--- config.mk ---
export PLATFORM = sky130hd
export DESIGN_NAME = rob_commit
export DESIGN_NICKNAME = d
export VERILOG_FILES = /design/src/rtl/rob_pkg.sv /design/src/rtl/rob_status_table.sv /design/src/rtl/rob_commit.sv
export SDC_FILE = /design/constraint.sdc
export NUM_CORES = 1
export LEC_CHECK = 0
export BUFFER_PORTS_ARGS = -buffer_cell sky130_fd_sc_hd__buf_2
export CAP_MARGIN = 15
export CORE_ASPECT_RATIO = 0.75
export CORE_MARGIN = 2
export CORE_UTILIZATION = 55
export CTS_CLUSTER_SIZE = 20
export DETAILED_ROUTE_END_ITERATION = 10
export PLACE_DENSITY = 0.79
export REMOVE_ABC_BUFFERS = 1
export SLEW_MARGIN = 5
export SYNTH_ARGS = -nofsm -noshare
export SYNTH_HDL_FRONTEND = slang
export SYNTH_SLANG_ARGS = --single-unit
--- constraint.sdc ---
create_clock -name clk -period 11.7 [get_ports clk]
set_input_delay 3.51 -clock clk [delete_from_list [all_inputs] [get_ports clk]]
set_output_delay 3.51 -clock clk [all_outputs]
set_load 0.05 [all_outputs]
--- src/rtl/rob_pkg.sv ---
// Shared constants and types for the ROB retirement stage.
package rob_pkg;
  localparam int ROB_DEPTH = 8;
  localparam int XLEN      = 32;
  localparam int TAG_W     = $clog2(ROB_DEPTH);

  typedef logic [TAG_W-1:0] rob_tag_t;

  typedef enum logic [0:0] {
    IDLE = 1'b0,
    WB   = 1'b1
  } commit_state_e;

  typedef struct packed {
    logic            valid;
    rob_tag_t        tag;
    logic [XLEN-1:0] value;
    logic            mispredict;
    logic [XLEN-1:0] target;
  } cdb_pkt_t;
endpackage

--- src/rtl/rob_status_table.sv ---
// Per-entry completion table: valid/done flags plus the result, mispredict and target from the CDB.
module rob_status_table
  import rob_pkg::*;
(
  input  logic            clk,
  input  logic            rst,
  input  logic            alloc_en,
  input  rob_tag_t        alloc_tag,
  input  cdb_pkt_t        cdb,
  input  logic            retire_en,
  input  rob_tag_t        head_tag,
  input  logic            flush_clr,
  output logic            head_done,
  output logic [XLEN-1:0] head_value,
  output logic            head_mispredict,
  output logic [XLEN-1:0] head_target
);
  logic [ROB_DEPTH-1:0] valid_vec;
  logic [ROB_DEPTH-1:0] done_vec;
  logic [ROB_DEPTH-1:0] misp_vec;
  logic [XLEN-1:0]      value_arr  [ROB_DEPTH];
  logic [XLEN-1:0]      target_arr [ROB_DEPTH];

  generate
    for (genvar gi = 0; gi < ROB_DEPTH; gi++) begin : g_entry
      logic            valid_reg;
      logic            done_reg;
      logic            misp_reg;
      logic [XLEN-1:0] value_reg;
      logic [XLEN-1:0] target_reg;
      logic            hit_alloc;
      logic            hit_cdb;
      logic            hit_retire;

      assign hit_alloc  = alloc_en && (alloc_tag == rob_tag_t'(gi));
      assign hit_retire = retire_en && (head_tag == rob_tag_t'(gi));
      // Completions for entries not currently in flight are stale and dropped.
      assign hit_cdb    = cdb.valid && (cdb.tag == rob_tag_t'(gi)) && valid_reg;

      always_ff @(posedge clk) begin
        if (rst || flush_clr) begin
          valid_reg <= 1'b0;
          done_reg  <= 1'b0;
        end else if (hit_alloc) begin
          valid_reg <= 1'b1;
          done_reg  <= 1'b0;
        end else if (hit_retire) begin
          valid_reg <= 1'b0;
          done_reg  <= 1'b0;
        end else if (hit_cdb) begin
          done_reg <= 1'b1;
        end
        if (hit_cdb && !flush_clr) begin
          value_reg  <= cdb.value;
          misp_reg   <= cdb.mispredict;
          target_reg <= cdb.target;
        end
      end

      assign valid_vec[gi]  = valid_reg;
      assign done_vec[gi]   = done_reg;
      assign misp_vec[gi]   = misp_reg;
      assign value_arr[gi]  = value_reg;
      assign target_arr[gi] = target_reg;
    end
  endgenerate

  assign head_done       = done_vec[head_tag];
  assign head_value      = value_arr[head_tag];
  assign head_mispredict = misp_vec[head_tag];
  assign head_target     = target_arr[head_tag];
endmodule

--- src/rtl/rob_commit.sv ---
// In-order retirement: mirrors ROB FIFO pointers, pops completed heads and drives the arch register write port.
module rob_commit
  import rob_pkg::*;
(
  input  logic            clk,
  input  logic            rst,
  input  logic            alloc_en,
  output logic            alloc_ready,
  output rob_tag_t        alloc_tag,
  input  logic            cdb_valid,
  input  rob_tag_t        cdb_tag,
  input  logic [XLEN-1:0] cdb_value,
  input  logic            cdb_mispredict,
  input  logic [XLEN-1:0] cdb_target,
  output logic            rob_rd_en,
  input  logic [4:0]      rob_head_areg,
  input  logic            rob_head_has_dest,
  input  logic [XLEN-1:0] rob_head_pc,
  output logic            commit_valid,
  output logic            commit_we,
  output logic [4:0]      commit_areg,
  output logic [XLEN-1:0] commit_value,
  output logic [XLEN-1:0] commit_pc,
  output logic            flush,
  output logic [XLEN-1:0] flush_pc
);
  typedef logic [TAG_W:0] count_t;

  commit_state_e   state_reg, state_next;
  rob_tag_t        head_reg, tail_reg;
  count_t          count_reg, count_next;
  logic            in_wb;
  logic            alloc_fire;
  logic            head_done;
  logic            head_mispredict;
  logic [XLEN-1:0] head_value;
  logic [XLEN-1:0] head_target;
  cdb_pkt_t        cdb_pkt;

  assign cdb_pkt = '{valid: cdb_valid, tag: cdb_tag, value: cdb_value,
                     mispredict: cdb_mispredict, target: cdb_target};

  rob_status_table u_table (
    .clk             (clk),
    .rst             (rst),
    .alloc_en        (alloc_fire),
    .alloc_tag       (tail_reg),
    .cdb             (cdb_pkt),
    .retire_en       (in_wb),
    .head_tag        (head_reg),
    .flush_clr       (flush),
    .head_done       (head_done),
    .head_value      (head_value),
    .head_mispredict (head_mispredict),
    .head_target     (head_target)
  );

  // Gating with rst lets a reset landing in WB abort the retirement outright.
  assign in_wb       = (state_reg == WB) && !rst;
  assign flush       = in_wb && head_mispredict;
  assign alloc_ready = (count_reg < count_t'(ROB_DEPTH)) && !flush;
  assign alloc_tag   = tail_reg;
  assign alloc_fire  = alloc_en && alloc_ready;
  assign rob_rd_en   = !rst && (state_reg == IDLE) && (count_reg != '0) && head_done;

  assign commit_valid = in_wb;
  assign commit_we    = in_wb && rob_head_has_dest && (rob_head_areg != 5'd0);
  assign commit_areg  = in_wb ? rob_head_areg : 5'd0;
  assign commit_value = in_wb ? head_value : '0;
  assign commit_pc    = in_wb ? rob_head_pc : '0;
  assign flush_pc     = flush ? head_target : '0;

  always_comb begin
    state_next = state_reg;
    case (state_reg)
      IDLE:    if (rob_rd_en) state_next = WB;
      WB:      state_next = IDLE;
      default: state_next = IDLE;
    endcase
  end

  always_comb begin
    count_next = count_reg;
    case ({alloc_fire, in_wb})
      2'b10:   count_next = count_reg + count_t'(1);
      2'b01:   count_next = count_reg - count_t'(1);
      default: count_next = count_reg;
    endcase
  end

  always_ff @(posedge clk) begin
    if (rst || flush) begin
      state_reg <= IDLE;
      head_reg  <= '0;
      tail_reg  <= '0;
      count_reg <= '0;
    end else begin
      state_reg <= state_next;
      count_reg <= count_next;
      if (in_wb)      head_reg <= head_reg + rob_tag_t'(1);
      if (alloc_fire) tail_reg <= tail_reg + rob_tag_t'(1);
    end
  end
endmodule

Yosys cells after proc, flatten, opt, wreduce, memory -nomap -nowiden
Index checks and enable logic that the tools add are counted.
- magnitude comparators: 3
- bitwise logic cells: 2
- equal/unequal tests: 23
- reductions and logical operators: 74
- add/sub/neg operators: 4
- muxes and demuxes: 33
- operators with widths (cell ; count):
    $mux 32 ; 7
    $bmux 32 s3 ; 2
    $logic_and 1x1->1 ; 49
    $eq 3x3->1 const B ; 12
    $reduce_or 3->1 ; 8
    $mux 1 ; 19
    $eq 3x2->1 const B ; 6
    $reduce_bool 2->1 ; 9
    $eq 3x1->1 const B ; 3
    $logic_not 3->1 ; 3
    $pmux 4 s2 ; 1
    $add 3x1->3 const B ; 2
    $bmux 1 s3 ; 2
    $mux 5 ; 1
    $reduce_bool 5->1 ; 1
    $add 4x1->4 const B ; 1
    $ge 4x4->1 const B ; 1
    $lt 3x4->1 const B ; 1
    $lt 4x4->1 const B ; 1
    $not 3->4 ; 1
    $reduce_bool 4->1 ; 1
    $sub 4x1->4 const B ; 1
    $eq 2x1->1 const B ; 1
    $eq 2x2->1 const B ; 1
    4 further kinds ; 5
- bits in registers: 547
- bits of input ports: 110
- word-level logic and storage cells: 183

Depth between registers and ports, before layout
- depth in word-level cells: 8
- mapped depth: 14
- gate-level depth less buffers: 11

Hierarchy
From an unflattened synthesis, not the netlist that was laid out.
- cell total of the unflattened synthesis: 1220
- area, all modules: 21869.7 sq um
- modules (own cells, without submodules) (module ; cells each ; times used ; area an instance (sq um) ; seq. area each (sq um)):
    rob_status_table ; 1040 ; 1 ; 20581.0 ; 15935.3
    rob_commit ; 180 ; 1 ; 1288.7 ; 220.2

Worst setup path before layout
Ideal clock, no wire load.
- kind: input-to-output
- start: input port rst
- end: output port rob_rd_en
- stages: 1
- arrival: 5971 ps
- path buffers: 0
- slack: 2219 ps
- cell sequence: a2111oi_0
- word-level cells in the longest chain between the ends: 4
- ends and longest elaborated chain (element ; line ; text):
    from (decl) ; rob_commit.sv:6 ; input logic rst,
    $logic_not 1->1 ; rob_commit.sv:64 ; assign rob_rd_en = !rst && (state_reg == IDLE) && (count_reg != '0) && head_done;
    $logic_and 1x1->1 (3 in a row) ; rob_commit.sv:64 ;
    to (decl) ; rob_commit.sv:15 ; output logic rob_rd_en,
No other way between the ends.

Worst setup path after layout
- start: input port rst
- end: output port flush
- word-level cells in the longest chain between the ends: 3
- ends and longest elaborated chain (element ; line ; text):
    $logic_not 1->1 ; rob_commit.sv:59 ; assign in_wb = (state_reg == WB) && !rst;
    $logic_and 1x1->1 ; rob_commit.sv:59 ;
    $logic_and 1x1->1 ; rob_commit.sv:60 ; assign flush = in_wb && head_mispredict;
    to (decl) ; rob_commit.sv:24 ; output logic flush,
No other way between the ends.

==> implementation parameters <==
Parameter                              Value

Synthesis
  Top cell types by occurrence after synthesis    520 x edfxtp_1, 155 x nand2_1, 131 x mux4_2
  Mapped Avg Cell Area    ~19 um2
  Library cell with the largest summed area after synthesis    edfxtp_1
  Number of enable flip-flop cells after synthesis    between 500 and 600
  Share of the yosys chip area belonging to registers    0.7556
  Leading post-synthesis cells by cell area    edfxtp_1 73%, mux4_2 14%, nand2_1 2.7%, dfxtp_1 2.5%, a21oi_1 1.7%
  Post-synthesis sequential element count    roughly 550
  Asr flop ratio synth    0
  Syn. warnings    0
  Post-synthesis cell area    0.02138 mm2
  Most frequently used cell type in the post-synthesis netlist    edfxtp_1
  Area share of the largest cell type after synthesis    0.7303
  Number of different library cells in the post-synthesis netlist    39
  Post-synthesis cell count    between 1000 and 1500
  Dominant synthesized flop cell    edfxtp_1

CTS
  Clock tree buffer depth    3
  CTS Buf Count    50
  CTS Hold Buffers Added    0
  Clock tree sinks    547
  Number of resized instances in the post-cts repair step    0
  Maximum level of the CTS H-tree    2
  Clk Latency, worst-skew pair    between 500 and 600 ps
  Count of buffers added by post-CTS timing repair for setup    0
  Clock tree from TritonCTS    yes
  Clock edge transition at the registers on the reported setup and hold paths    around 60 ps
  CTS root buffer    clkbuf_16

Worst setup path
  Capturing point of the worst reg2reg path    u_table.g_entry[3].value_reg[7]
  End of the critical path    flush
  Register-to-Register Path Depth    7
  CP Launch Type    input pin
  FF-to-FF Start    head_reg[1]
  FF-to-FF setup slack    6090 ps
  Critical path start-end classification    input pin to primary output
  Beginning of the critical path    rst
  Worst path arrival time    between 6000 and 7000 ps
  Maximum fanout along the worst path    36
  Sort of element at the end of the critical path    primary output
  CP Data Required Time    8190 ps

STA
  Slew at the pin closest to its max-slew limit    1117 ps
  Minimum period implied by the final worst setup slack    around 9600 ps
  Unrepaired setup endpoints after global routing    no
  Period Utilization, post-route    0.8186
  Min setup slack post-route    approximately 2100 ps
  Worst clock skew    ~13 ps
  Highest Clock Rate    between 100 and 150 MHz
  Headroom to the max-slew limit    0.2552
  Hold violation count in the final report    0
  Final setup violation count    0
  Final slew viol count    0

Layout
  Nets    1480
  Fillcell total    between 2000 and 3000
  Non-filler cells in the finished layout    between 1500 and 2000
  Layout cell share with drive strength beyond 1    0.3312
  Synthesis-to-finish area growth    15.81%
  Area taken by multi-input logic gates    a little under 0.005 mm2
  Register area    0.01617 mm2

Detailed routing
  Detail-routed via count per cell    ~6
  Post-detailed-route DRC marker count    0
  Total routed wirelength    45650 um
  Total length of routed met2 wires    22770 um
  Detailed-router iteration count before antenna repair    5
  Routed via count    approximately 11000
  Initial DRC count    ~1100
  Met1 WL    roughly 19000 um
  Top routing layer in use    met5
  Average wire per cell in the routed design    around 24 um
  Met3 wire length    roughly 3000 um
  ANT nets after route    0

Global route
  Wire length of the first global-routing pass    68880 um
  Number of antenna violations at the first check in global routing    6
  Pin count of the biggest net entering global routing    71
  Vias in the first global route    between 10000 and 15000
  Global routing usage summed across all routing layers    0.2291
  Total congestion overflow    0

Floorplanning
  Site Rows    62
  Initial standard-cell utilization of the core    0.5579
  Die Width    ~230 um
  Standard cell core area    approximately 0.038 mm2
  Overall die height    about 170 um
  I/O Pins    approximately 220
  Area of the die    slightly above 0.04 mm2

Power
  Power density over the cells    roughly 160 mW/mm2
  Peak supply drop    0.1359 mV
  Standby leakage power    between 8 and 9 nW

Place
  RD Place Congestion    about 0.8
  Half-perimeter wire length after detailed placement    24610 um
  Worst Setup Slack post-DPL    between 2000 and 2500 ps
  Dpl cells    ~1800
  Number of port buffers    218

Job
  Number of max-cap violations    0

Worst hold path
  Min-Delay Path Class    register to register

Run status
  Outcome    complete, no violations
## worst max-delay path: stages
cell	delay (ps)
buf_2	120
inv_1	120
nand2_2	50
buf_4	290
or4_2	1160
inv_2	460
buf_2	340
## routing by layer
layer / GRT usage / vias up
met4: 0.05529 / 6
met2: 0.3743 / 401
li1: - / 4942
met3: 0.04014 / 56
met5: 0 / -
met1: 0.3279 / 5767
## through the flow
step | hold slack (ps) | TNS [ps] | util | power, mW | instance area [um2]
after floorplan | 423.2 | -298010 | - | 2.219 | 21080
after global placement | 438.9 | 0 | 0.6012 | 2.260 | 23040
after detailed placement | 466.2 | 0 | 0.6012 | 2.264 | 23040
after CTS | 475.2 | 0 | 0.6451 | 3.910 | 24720
after global routing | 505.3 | 0 | 0.6459 | 3.997 | 24750
final | 479.6 | 0 | 0.6461 | 3.884 | 24760
## cells by family (layout without fill, tap and decap cells)
family / count (synthesis) / after routing / synth area share
and+or+nand+nor: 258 / 258 / 0.05337
buffers and inverters: 73 / 341 / 0.01568
DFF: 547 / 547 / 0.7556
AOI/OAI and AO/OA: 98 / 98 / 0.02645
other: 0 / 4 / 0
adders and majority gates: 15 / 15 / 0.008778
muxes: 132 / 132 / 0.1385
xor gates and xnor gates: 4 / 4 / 0.001639
## cell type report
cell class,instances,area share
inverters,10,0.001516
clock buffers,61,0.05468
well taps,512,0.02587
diodes,4,0.0004043
multi-input cells,507,0.2001
clock inverters,31,0.01324
flip-flops and latches,547,0.6529
repair buffers,239,0.05124
## power by group
group	total (mW)	internal [mW]	switching [mW]
registers	2.15	2.15	0.00477
clock network	1.66	0.976	0.685
logic	0.0709	0.0241	0.0468
total	3.88	3.15	0.737
## worst min path at each step
stage / slack [ps] / cells past startpoint / end / startpoint
floorplan: 420 / 2 / u_table.g_entry[3].done_reg / u_table.g_entry[3].done_reg
global placement: 440 / 2 / u_table.g_entry[3].done_reg / u_table.g_entry[3].done_reg
detailed placement: 470 / 2 / u_table.g_entry[4].valid_reg / u_table.g_entry[4].valid_reg
CTS: 480 / 2 / u_table.g_entry[4].valid_reg / u_table.g_entry[4].valid_reg
global route: 510 / 2 / u_table.g_entry[5].valid_reg / u_table.g_entry[5].valid_reg
finish: 480 / 2 / u_table.g_entry[4].valid_reg / u_table.g_entry[4].valid_reg
## cell usage in the layout, fill, tap and decap left out, drive strengths merged, types with 4 or more instances in the layout
cell type and instances:
dfxtp 27, a21oi 73, and2 37, nand3 15, buf 239, nor2b 8, mux4 131, edfxtp 520
nand2 155, ha 15, clkbuf 61, bufinv 7, inv 11, clkinv 21, diode 4, nor3 10
nor2 25, a2111oi 4
Power figures use the tool's default switching activity.
